`config.mk`:
```
export PLATFORM = sky130hd
export DESIGN_NAME = uart_tx_arbiter
export DESIGN_NICKNAME = d
export VERILOG_FILES = /design/src/rtl/uart_tx_arbiter.sv
export SDC_FILE = /design/constraint.sdc
export NUM_CORES = 1
export LEC_CHECK = 0
export ABC_CLOCK_PERIOD_IN_PS = 2500
export BUFFER_PORTS_ARGS = -buffer_cell sky130_fd_sc_hd__clkbuf_2
export CAP_MARGIN = 10
export CELL_PAD_IN_SITES_DETAIL_PLACEMENT = 0
export CELL_PAD_IN_SITES_GLOBAL_PLACEMENT = 1
export CORE_UTILIZATION = 32
export DETAILED_ROUTE_END_ITERATION = 10
export GPL_ROUTABILITY_DRIVEN = 0
export PLACE_DENSITY = 0.89
export SYNTH_ARGS = -nofsm -noshare
export SYNTH_HDL_FRONTEND = slang
export SYNTH_SLANG_ARGS = --single-unit
```
`constraint.sdc`:
```
create_clock -name clk -period 2.5 [get_ports clk]
set_input_delay 0.125 -clock clk [delete_from_list [all_inputs] [get_ports clk]]
set_output_delay 0.125 -clock clk [all_outputs]
set_load 0.1 [all_outputs]
```
`src/rtl/uart_tx_arbiter.sv`:
```
// Round-robin arbiter sharing one UART TX FIFO write port among N_REQ byte-stream
// requesters. A grant stays locked until a req_last beat, MAX_BURST beats, or a flush.
module uart_tx_arbiter #(
  parameter int unsigned N_REQ     = 4,
  parameter int unsigned DATA_W    = 9,
  parameter int unsigned MAX_BURST = 16
) (
  input  logic                      clk,
  input  logic                      rst,
  input  logic [N_REQ-1:0]          req_valid,
  input  logic [N_REQ*DATA_W-1:0]   req_data,
  input  logic [N_REQ-1:0]          req_last,
  output logic [N_REQ-1:0]          req_ready,
  input  logic                      tx_en,
  input  logic                      tx_flush,
  input  logic                      tx_fifo_full,
  output logic                      tx_wr_en,
  output logic [DATA_W-1:0]         tx_wr_data,
  output logic                      grant_valid,
  output logic [$clog2(N_REQ)-1:0]  grant_id,
  output logic                      busy
);

  localparam int unsigned ID_W  = $clog2(N_REQ);
  localparam int unsigned CNT_W = $clog2(MAX_BURST + 1);

  typedef enum logic {
    ARB_IDLE,
    ARB_XFER
  } arb_state_e;

  arb_state_e       state_q, state_d;
  logic [ID_W-1:0]  grant_id_q, grant_id_d;
  logic [ID_W-1:0]  last_ptr_q, last_ptr_d;
  logic             grant_valid_q, grant_valid_d;
  logic [CNT_W-1:0] count_q, count_d;

  logic [ID_W-1:0]   winner;
  logic              winner_found;
  int unsigned       idx;
  logic [DATA_W-1:0] sel_data;
  logic              sel_valid;
  logic              sel_last;
  logic              path_ready;
  logic              beat;
  logic [CNT_W-1:0]  count_inc;

  // Search starts just after the previous winner, so the last owner ranks lowest.
  always_comb begin
    winner       = '0;
    winner_found = 1'b0;
    idx          = 0;
    for (int unsigned i = 1; i <= N_REQ; i++) begin
      idx = (32'(last_ptr_q) + i) % N_REQ;
      if (!winner_found && req_valid[idx]) begin
        winner       = ID_W'(idx);
        winner_found = 1'b1;
      end
    end
  end

  always_comb begin
    sel_data  = '0;
    sel_valid = 1'b0;
    sel_last  = 1'b0;
    for (int unsigned i = 0; i < N_REQ; i++) begin
      if (grant_id_q == ID_W'(i)) begin
        sel_data  = req_data[i*DATA_W +: DATA_W];
        sel_valid = req_valid[i];
        sel_last  = req_last[i];
      end
    end
  end

  always_comb begin
    path_ready = (state_q == ARB_XFER) && tx_en && !tx_fifo_full && !tx_flush;
    beat       = path_ready && sel_valid;
    count_inc  = count_q + CNT_W'(1);

    req_ready = '0;
    for (int unsigned i = 0; i < N_REQ; i++) begin
      req_ready[i] = path_ready && (grant_id_q == ID_W'(i));
    end
    tx_wr_en   = beat;
    tx_wr_data = beat ? sel_data : '0;

    state_d       = state_q;
    grant_id_d    = grant_id_q;
    last_ptr_d    = last_ptr_q;
    grant_valid_d = grant_valid_q;
    count_d       = count_q;

    case (state_q)
      ARB_IDLE: begin
        if (tx_en && !tx_flush && winner_found) begin
          state_d       = ARB_XFER;
          grant_id_d    = winner;
          last_ptr_d    = winner;
          grant_valid_d = 1'b1;
          count_d       = '0;
        end
      end
      ARB_XFER: begin
        if (beat) begin
          count_d = count_inc;
          if (sel_last || (count_inc == CNT_W'(MAX_BURST))) begin
            state_d       = ARB_IDLE;
            grant_valid_d = 1'b0;
            count_d       = '0;
          end
        end
      end
      default: state_d = ARB_IDLE;
    endcase

    // Flush overrides everything but keeps last_ptr, demoting the flushed owner.
    if (tx_flush) begin
      state_d       = ARB_IDLE;
      grant_valid_d = 1'b0;
      count_d       = '0;
    end
  end

  always_ff @(posedge clk) begin
    if (rst) begin
      state_q       <= ARB_IDLE;
      grant_id_q    <= '0;
      last_ptr_q    <= ID_W'(N_REQ - 1);
      grant_valid_q <= 1'b0;
      count_q       <= '0;
    end else begin
      state_q       <= state_d;
      grant_id_q    <= grant_id_d;
      last_ptr_q    <= last_ptr_d;
      grant_valid_q <= grant_valid_d;
      count_q       <= count_d;
    end
  end

  assign grant_valid = grant_valid_q;
  assign grant_id    = grant_id_q;
  assign busy        = (state_q != ARB_IDLE);

endmodule

```
==> summary.md, run 1 <==
| Metric | Value |
|---|---|
| Status | complete, no violations |
| Vias in the first global route | 1000 |
| Post-synth top area share | 21.31% |
| Sequential-to-total area share from yosys stat | 21.31% |
| Clock Path Buffers | 2 |
| Fin nets | 220 |
| Most frequent cells in the layout | clkbuf_2, nand2_1, nor2_1, dfxtp_1, mux4_2 |
| Worst-path cell chain | mux4_2 > nand2_4 > inv_2 > clkbuf_2 |
| Least-Margin Pin Slew | around 0.55 ns |
| Synth unique cells | 36 |
| Worst setup path category | reg -> out |
| Row count | 20 |
| WL final | around 2.8 mm |
| Max transition margin | 63.41% |
| Count of hold-fix buffers inserted at cts | 0 |
| Initial antenna violation count | 0 |
| Routed wl met2 | between 1 and 1.5 mm |
| Highest clock rate | 0.4420 GHz |
| Die width | 58.83 microns |
| Largest net degree at the start of global routing | 18 |
| H-tree Lvls | 1 |
| Data arrival time of the worst path | around 2.1 ns |
| Critical path fanouts, max | 17 |
| Worst Hold Slack | 0.1146 ns |
| Hold depth | 2 |
| Initial DRC Count | 68 |
| Clock skew | 0.002833 ns |
| Mapped Nets | 154 |
| Syn. warnings | 0 |
| Fin Setup TNS | 0 ns |
| Core Box Area | 3053 sq um |
| Min-delay src | tx_flush |
| Antenna cell count | 0 |
| Cell family with most CP delay | multiplexers |
| Area contributors post-synth | dfxtp_1, mux4_2, mux4_1 |
| DRT met1 WL | between 1 and 1.5 mm |
| Worst r2r src | grant_id[0]$_SDFFE_PP0P_ |
| Post-route ant nets | 0 |
| Cell Area, Synth | 1033 sq um |
| Die Span Y | 58.83 microns |
| GR Util All Layers | between 15 and 20% |
| Top Layer Used | met3 |
| Commonest non-fill, non-tap cell in the layout | clkbuf_2 |
| Share of layout cells above drive strength 1 | 55.03% |
| Placed Cells | 209 |
| Minimum clock period | 2.262 ns |
| Utilization after layout | between 40% and 50% |
| Top Ports | 67 |
| Reg clk slew, reported paths | 0.07 ns |
| TritonCTS Buffers | 3 |
| Initial Util | around a third |
| FF-to-FF setup slack | ~0.57 ns |
| Hold/Removal Path Class | in -> reg |
| Data required, critical path | 2.38 ns |
| Max_cap viols | 0 |
| DR WL/cell | 13.19 microns |
| FF-to-FF path depth | 3 |
| Startpoint Class | register |
| Resize count post-CTS | 0 |
| Synthesis-to-finish area growth | 39.83% |
| First-pass GRT wire length | 4.616 mm |
| Vias | between 1000 and 1500 |
| Clk sinks | 11 |
| Max IR drop VDD | 118.9 uV |
| Max-slew violation count | 0 |
| Residual DRC | 0 |
| GRT overflow | 0 |
| Root Driver | clkbuf_4 |
| Final std cells w/o fill | 213 |
| P_leak | 0.7026 nW |
| Setup Viol. Count Final | 0 |
| Unrepaired setup endpoints after global routing | false |
| Cell taking the most area after synthesis | dfxtp_1 |
| Final period utilization | 90.49% |
| Post-DP HPWL | 2.359 mm |
| CTS tree | yes |
| DR WL met3 | 81 microns |
| Avg Synthesized Cell Area | 9.937 sq um |
| Final hold violations | 0 |
| #FFs+latches synth | 11 |
| Vias per cell | between 5 and 6 |
| Synth Instances | 104 |
| First-pass DRT Iterations | 4 |
| Max incr delay on CP | between 0.6 and 0.7 ns |
| CP bufs+invs | 2 |
| CP Capture Type | output pin |
| CP max-delay cell | mux4_2 |
| Setup bufs post-CTS | 0 |
| Clock Latency Late Sink | roughly 0.26 ns |
| Pwr dens | 323.9 nW/um^2 |
| Hold Path Sink | busy$_SDFF_PP0_ |
| Input/output buffers | 66 |
| Full die area | roughly 3500 sq um |
| Crit Reg-Reg Endpoint | grant_valid$_SDFFE_PP0P_ |
## routing by layer
metal / vias up / GRT usage, %
li1: 539 / -
met1: 530 / 23.11
met2: 23 / 29.87
met3: 0 / 1.758
met4: 0 / 5.782
met5: - / 0
## final cells by class
cell class | count | area, sq um
multi-input cells | 84 | 794.5
repair buffers | 66 | 330.3
clock buffers | 4 | 26.28
well taps | 44 | 55.05
flip-flops and latches | 11 | 224.0
fillers | 321 | 1608
inverters | 4 | 15.01
## how the worst max path moves through the flow
stage	startpoint	to	slack, ns	cells after the start
2_1_floorplan	busy$_SDFF_PP0_	req_ready[1]	0.20	4
3_3_place_gp	grant_id[1]$_SDFFE_PP0P_	tx_wr_en	0.55	4
3_5_place_dp	grant_id[1]$_SDFFE_PP0P_	tx_wr_en	0.51	4
4_1_cts	grant_id[1]$_SDFFE_PP0P_	tx_wr_en	0.22	4
5_1_grt	grant_id[1]$_SDFFE_PP0P_	tx_wr_en	0.14	4
6_report	grant_id[1]$_SDFFE_PP0P_	tx_wr_en	0.24	4
## metrics by stage
step | setup slack, ns | total power, mW | instance area (sq um)
floorplan | 0.1992 | 0.2989 | 1065
global placement | 0.5532 | 0.3489 | 1419
detailed placement | 0.5141 | 0.3537 | 1419
CTS | 0.2196 | 0.4737 | 1445
global route | 0.1439 | 0.4970 | 1445
finish | 0.2377 | 0.4680 | 1445
## power breakdown
| group | switching [mW] | internal (mW) |
|---|---|---|
| clock | 0.0576 | 0.0617 |
| sequential | 0.0176 | 0.181 |
| combinational | 0.0768 | 0.0733 |
## logic make-up after synthesis
group	share of synthesized area [%]
compound gates	17.68
xor+xnor	1.695
fa+ha+maj	1.210
buf+inv	4.479
flops	21.31
mux	27.36
simple gates	26.27
## flip-flops by register name (all words and copies together), names as in the netlist
| register | flops |
|---|---|
| count_q | 5 |
| grant_id | 2 |
| last_ptr_q | 2 |
| busy | 1 |
| grant_valid | 1 |
## cells in the mapped netlist (all sizes together)
cell     number
o31ai         3
inv           4
a31o          1
a211oi        1
nand4         3
ha            1
mux4         11
a2111oi       3
nor2         10
a31oi         1
nand3b        1
a21oi         4
o211ai        1
nor4          2
mux2i         2
dfxtp        11
buf           3
nand2         9
nor3          1
xor2          1
nand3         3
o21ai         1
nand2b        6
and3         11
and4bb        1
nor3b         2
xnor2         1
a211o         2
clkbuf        2
a21o          2
Power figures use the tool's default switching activity.
==> run 2: changes to the inputs <==
Settings changed: CAP_MARGIN 10 to 30, CORE_UTILIZATION 32 to 25, PLACE_DENSITY 0.89 to 0.73.
==> run 2 against run 1 <==
Cell count rose by 2.8%. Wire length rose by 7.8%. Worst setup slack improved by 0.0054 ns.
==> summary.md, run 2 (synthesized netlist as in run 1, its figures left out) <==
| Metric | Value |
|---|---|
| Max-slew violation count | 0 (unchanged) |
| Hold/Removal Path Class | in -> reg (unchanged) |
| Initial antenna violation count | 0 (unchanged) |
| Worst setup path category | reg -> out (unchanged) |
| Commonest non-fill, non-tap cell in the layout | clkbuf_2 (unchanged) |
| DR WL met3 | 270 microns (was 81 microns) |
| Clock Latency Late Sink | 0.24 ns (was 0.26 ns) |
| CP Capture Type | output pin (unchanged) |
| Max IR drop VDD | 169.3 uV (was 118.9 uV) |
| GRT overflow | 0 (unchanged) |
| Die width | 66.30 microns (was 58.83 microns) |
| Hold depth | 2 (unchanged) |
| Setup bufs post-CTS | 0 (unchanged) |
| Top Ports | 67 (unchanged) |
| Worst Hold Slack | 0.1516 ns (was 0.1146 ns) |
| Unrepaired setup endpoints after global routing | false (unchanged) |
| Reg clk slew, reported paths | 0.06 ns (was 0.07 ns) |
| Vias per cell | 5.059 (was 5.127) |
| Post-route ant nets | 0 (unchanged) |
| Largest net degree at the start of global routing | 18 (unchanged) |
| Max transition margin | 63.55% (was 63.41%) |
| Vias in the first global route | 1112 (was 1000) |
| Largest register FFs | 5 (unchanged) |
| Minimum clock period | 2.257 ns (was 2.262 ns) |
| Least-Margin Pin Slew | 0.5491 ns (was 0.5456 ns) |
| FF-to-FF path depth | 3 (unchanged) |
| Data required, critical path | 2.38 ns (about the same) |
| Core Box Area | 3971 sq um (was 3053 sq um) |
| DRT met1 WL | 1.243 mm (was 1.245 mm) |
| H-tree Lvls | 1 (unchanged) |
| WL final | 3.028 mm (was 2.810 mm) |
| Antenna cell count | 0 (unchanged) |
| Clock Path Buffers | 2 (unchanged) |
| First-pass GRT wire length | 4.802 mm (was 4.616 mm) |
| Initial Util | 26.02% (was 33.85%) |
| Critical path fanouts, max | 17 (unchanged) |
| First-pass DRT Iterations | 4 (unchanged) |
| PnR Total Power | 0.5333 mW (was 0.4680 mW) |
| Final period utilization | 90.28% (was 90.49%) |
| CTS tree | yes (unchanged) |
| Max_cap viols | 0 (unchanged) |
| Pwr dens | 362.1 nW/um^2 (was 323.9 nW/um^2) |
| Fin Setup TNS | 0 ns (unchanged) |
| GR Util All Layers | 14.09% (was 17.49%) |
| Input/output buffers | 66 (unchanged) |
| Status | complete, no violations (unchanged) |
| Setup Viol. Count Final | 0 (unchanged) |
| Startpoint Class | register (unchanged) |
| Clk sinks | 11 (unchanged) |
| Final Cell Area | 1473 sq um (was 1445 sq um) |
| Post-DP HPWL | 2.507 mm (was 2.359 mm) |
| Root Driver | clkbuf_8 (was clkbuf_4) |
| Share of layout cells above drive strength 1 | 55.62% (was 55.03%) |
| Clock skew | 0.006097 ns (was 0.002833 ns) |
| Most frequent cells in the layout | clkbuf_2, nand2_1, nor2_1, dfxtp_1, mux4_2 (unchanged) |
| DP Area | 1426 sq um (was 1419 sq um) |
| Residual DRC | 0 (unchanged) |
| Full die area | 4395 sq um (was 3461 sq um) |
| Synthesis-to-finish area growth | 42.49% (was 39.83%) |
| Final std cells w/o fill | 219 (was 213) |
| Data arrival time of the worst path | 2.13 ns (was 2.14 ns) |
| Routed wl met2 | 1.493 mm (was 1.483 mm) |
| Final hold violations | 0 (unchanged) |
| Row count | 23 (was 20) |
| DR WL/cell | 13.83 microns (was 13.19 microns) |
| Highest clock rate | 0.4431 GHz (was 0.4420 GHz) |
| Placed Cells | 215 (was 209) |
| Die Span Y | 66.30 microns (was 58.83 microns) |
| TritonCTS Buffers | 3 (unchanged) |
| Count of hold-fix buffers inserted at cts | 0 (unchanged) |
| Fin nets | 220 (unchanged) |
| Resize count post-CTS | 0 (unchanged) |
| P_leak | 0.7130 nW (was 0.7026 nW) |
| Top reg by flops | count_q (unchanged) |
| Vias | 1108 (was 1092) |
| Initial DRC Count | 49 (was 68) |
| Top Layer Used | met4 (was met3) |
==> run 2: changes by cell type in the layout (fill, tap and decap cells not counted) <==
| cell | previous run | this run |
|---|---|---|
| clkbuf_8 | 0 | 3 |
| clkbuf_1 | 1 | 0 |
| clkbuf_4 | 3 | 0 |
| clkinv_2 | 0 | 1 |
==> run 2: per-layer routing <==
| layer | GRT usage, % | vias to the layer above |
|---|---|---|
| met5 | 0 | - |
| met4 | 3.723 | 0 |
| met3 | 1.724 | 2 |
| met2 | 28.32 | 58 |
| met1 | 15.04 | 508 |
| li1 | - | 540 |
==> run 2: final cells by class <==
cell class,instances,area (sq um)
Fill cell,405,2499
Timing Repair Buffer,66,330.3
Multi-Input combinational cell,84,794.5
Inverter,4,15.01
Sequential cell,11,224.0
Clock inverter,1,5.005
Tap cell,50,62.56
Clock buffer,3,41.29
==> run 2: metrics by stage <==
step / setup slack [ns] / util, %
2_1_floorplan: 0.1992 / -
3_3_place_gp: 0.5276 / 35.92
3_5_place_dp: 0.4827 / 35.92
4_1_cts: 0.2175 / 37.08
5_1_grt: 0.1237 / 37.08
6_report: 0.2430 / 37.08
==> run 2: final timing paths <==
path                            slack [ns]                 endpoint                      from
worst max register to register        0.53          busy$_SDFF_PP0_  grant_id[0]$_SDFFE_PP0P_
worst min-delay path                  0.15          busy$_SDFF_PP0_                  tx_flush
worst max-delay path                  0.24                 tx_wr_en  grant_id[1]$_SDFFE_PP0P_
worst min register to register        0.51  count_q[4]$_SDFFE_PP0P_   count_q[4]$_SDFFE_PP0P_
==> run 2: power by group <==
group / leakage, nW / total [mW] / switching, mW / internal, mW
Sequential: 0.0907 / 0.200 / 0.0183 / 0.181
Clock: 0.0255 / 0.182 / 0.0727 / 0.110
Combinational: 0.597 / 0.151 / 0.0778 / 0.0734
Total: 0.713 / 0.533 / 0.169 / 0.365
==> run 2: critical path: stages (launching register included) <==
cell and delay, ns:
dfxtp_2 0.57, mux4_2 0.68, nand2_4 0.17, inv_2 0.08
clkbuf_2 0.37
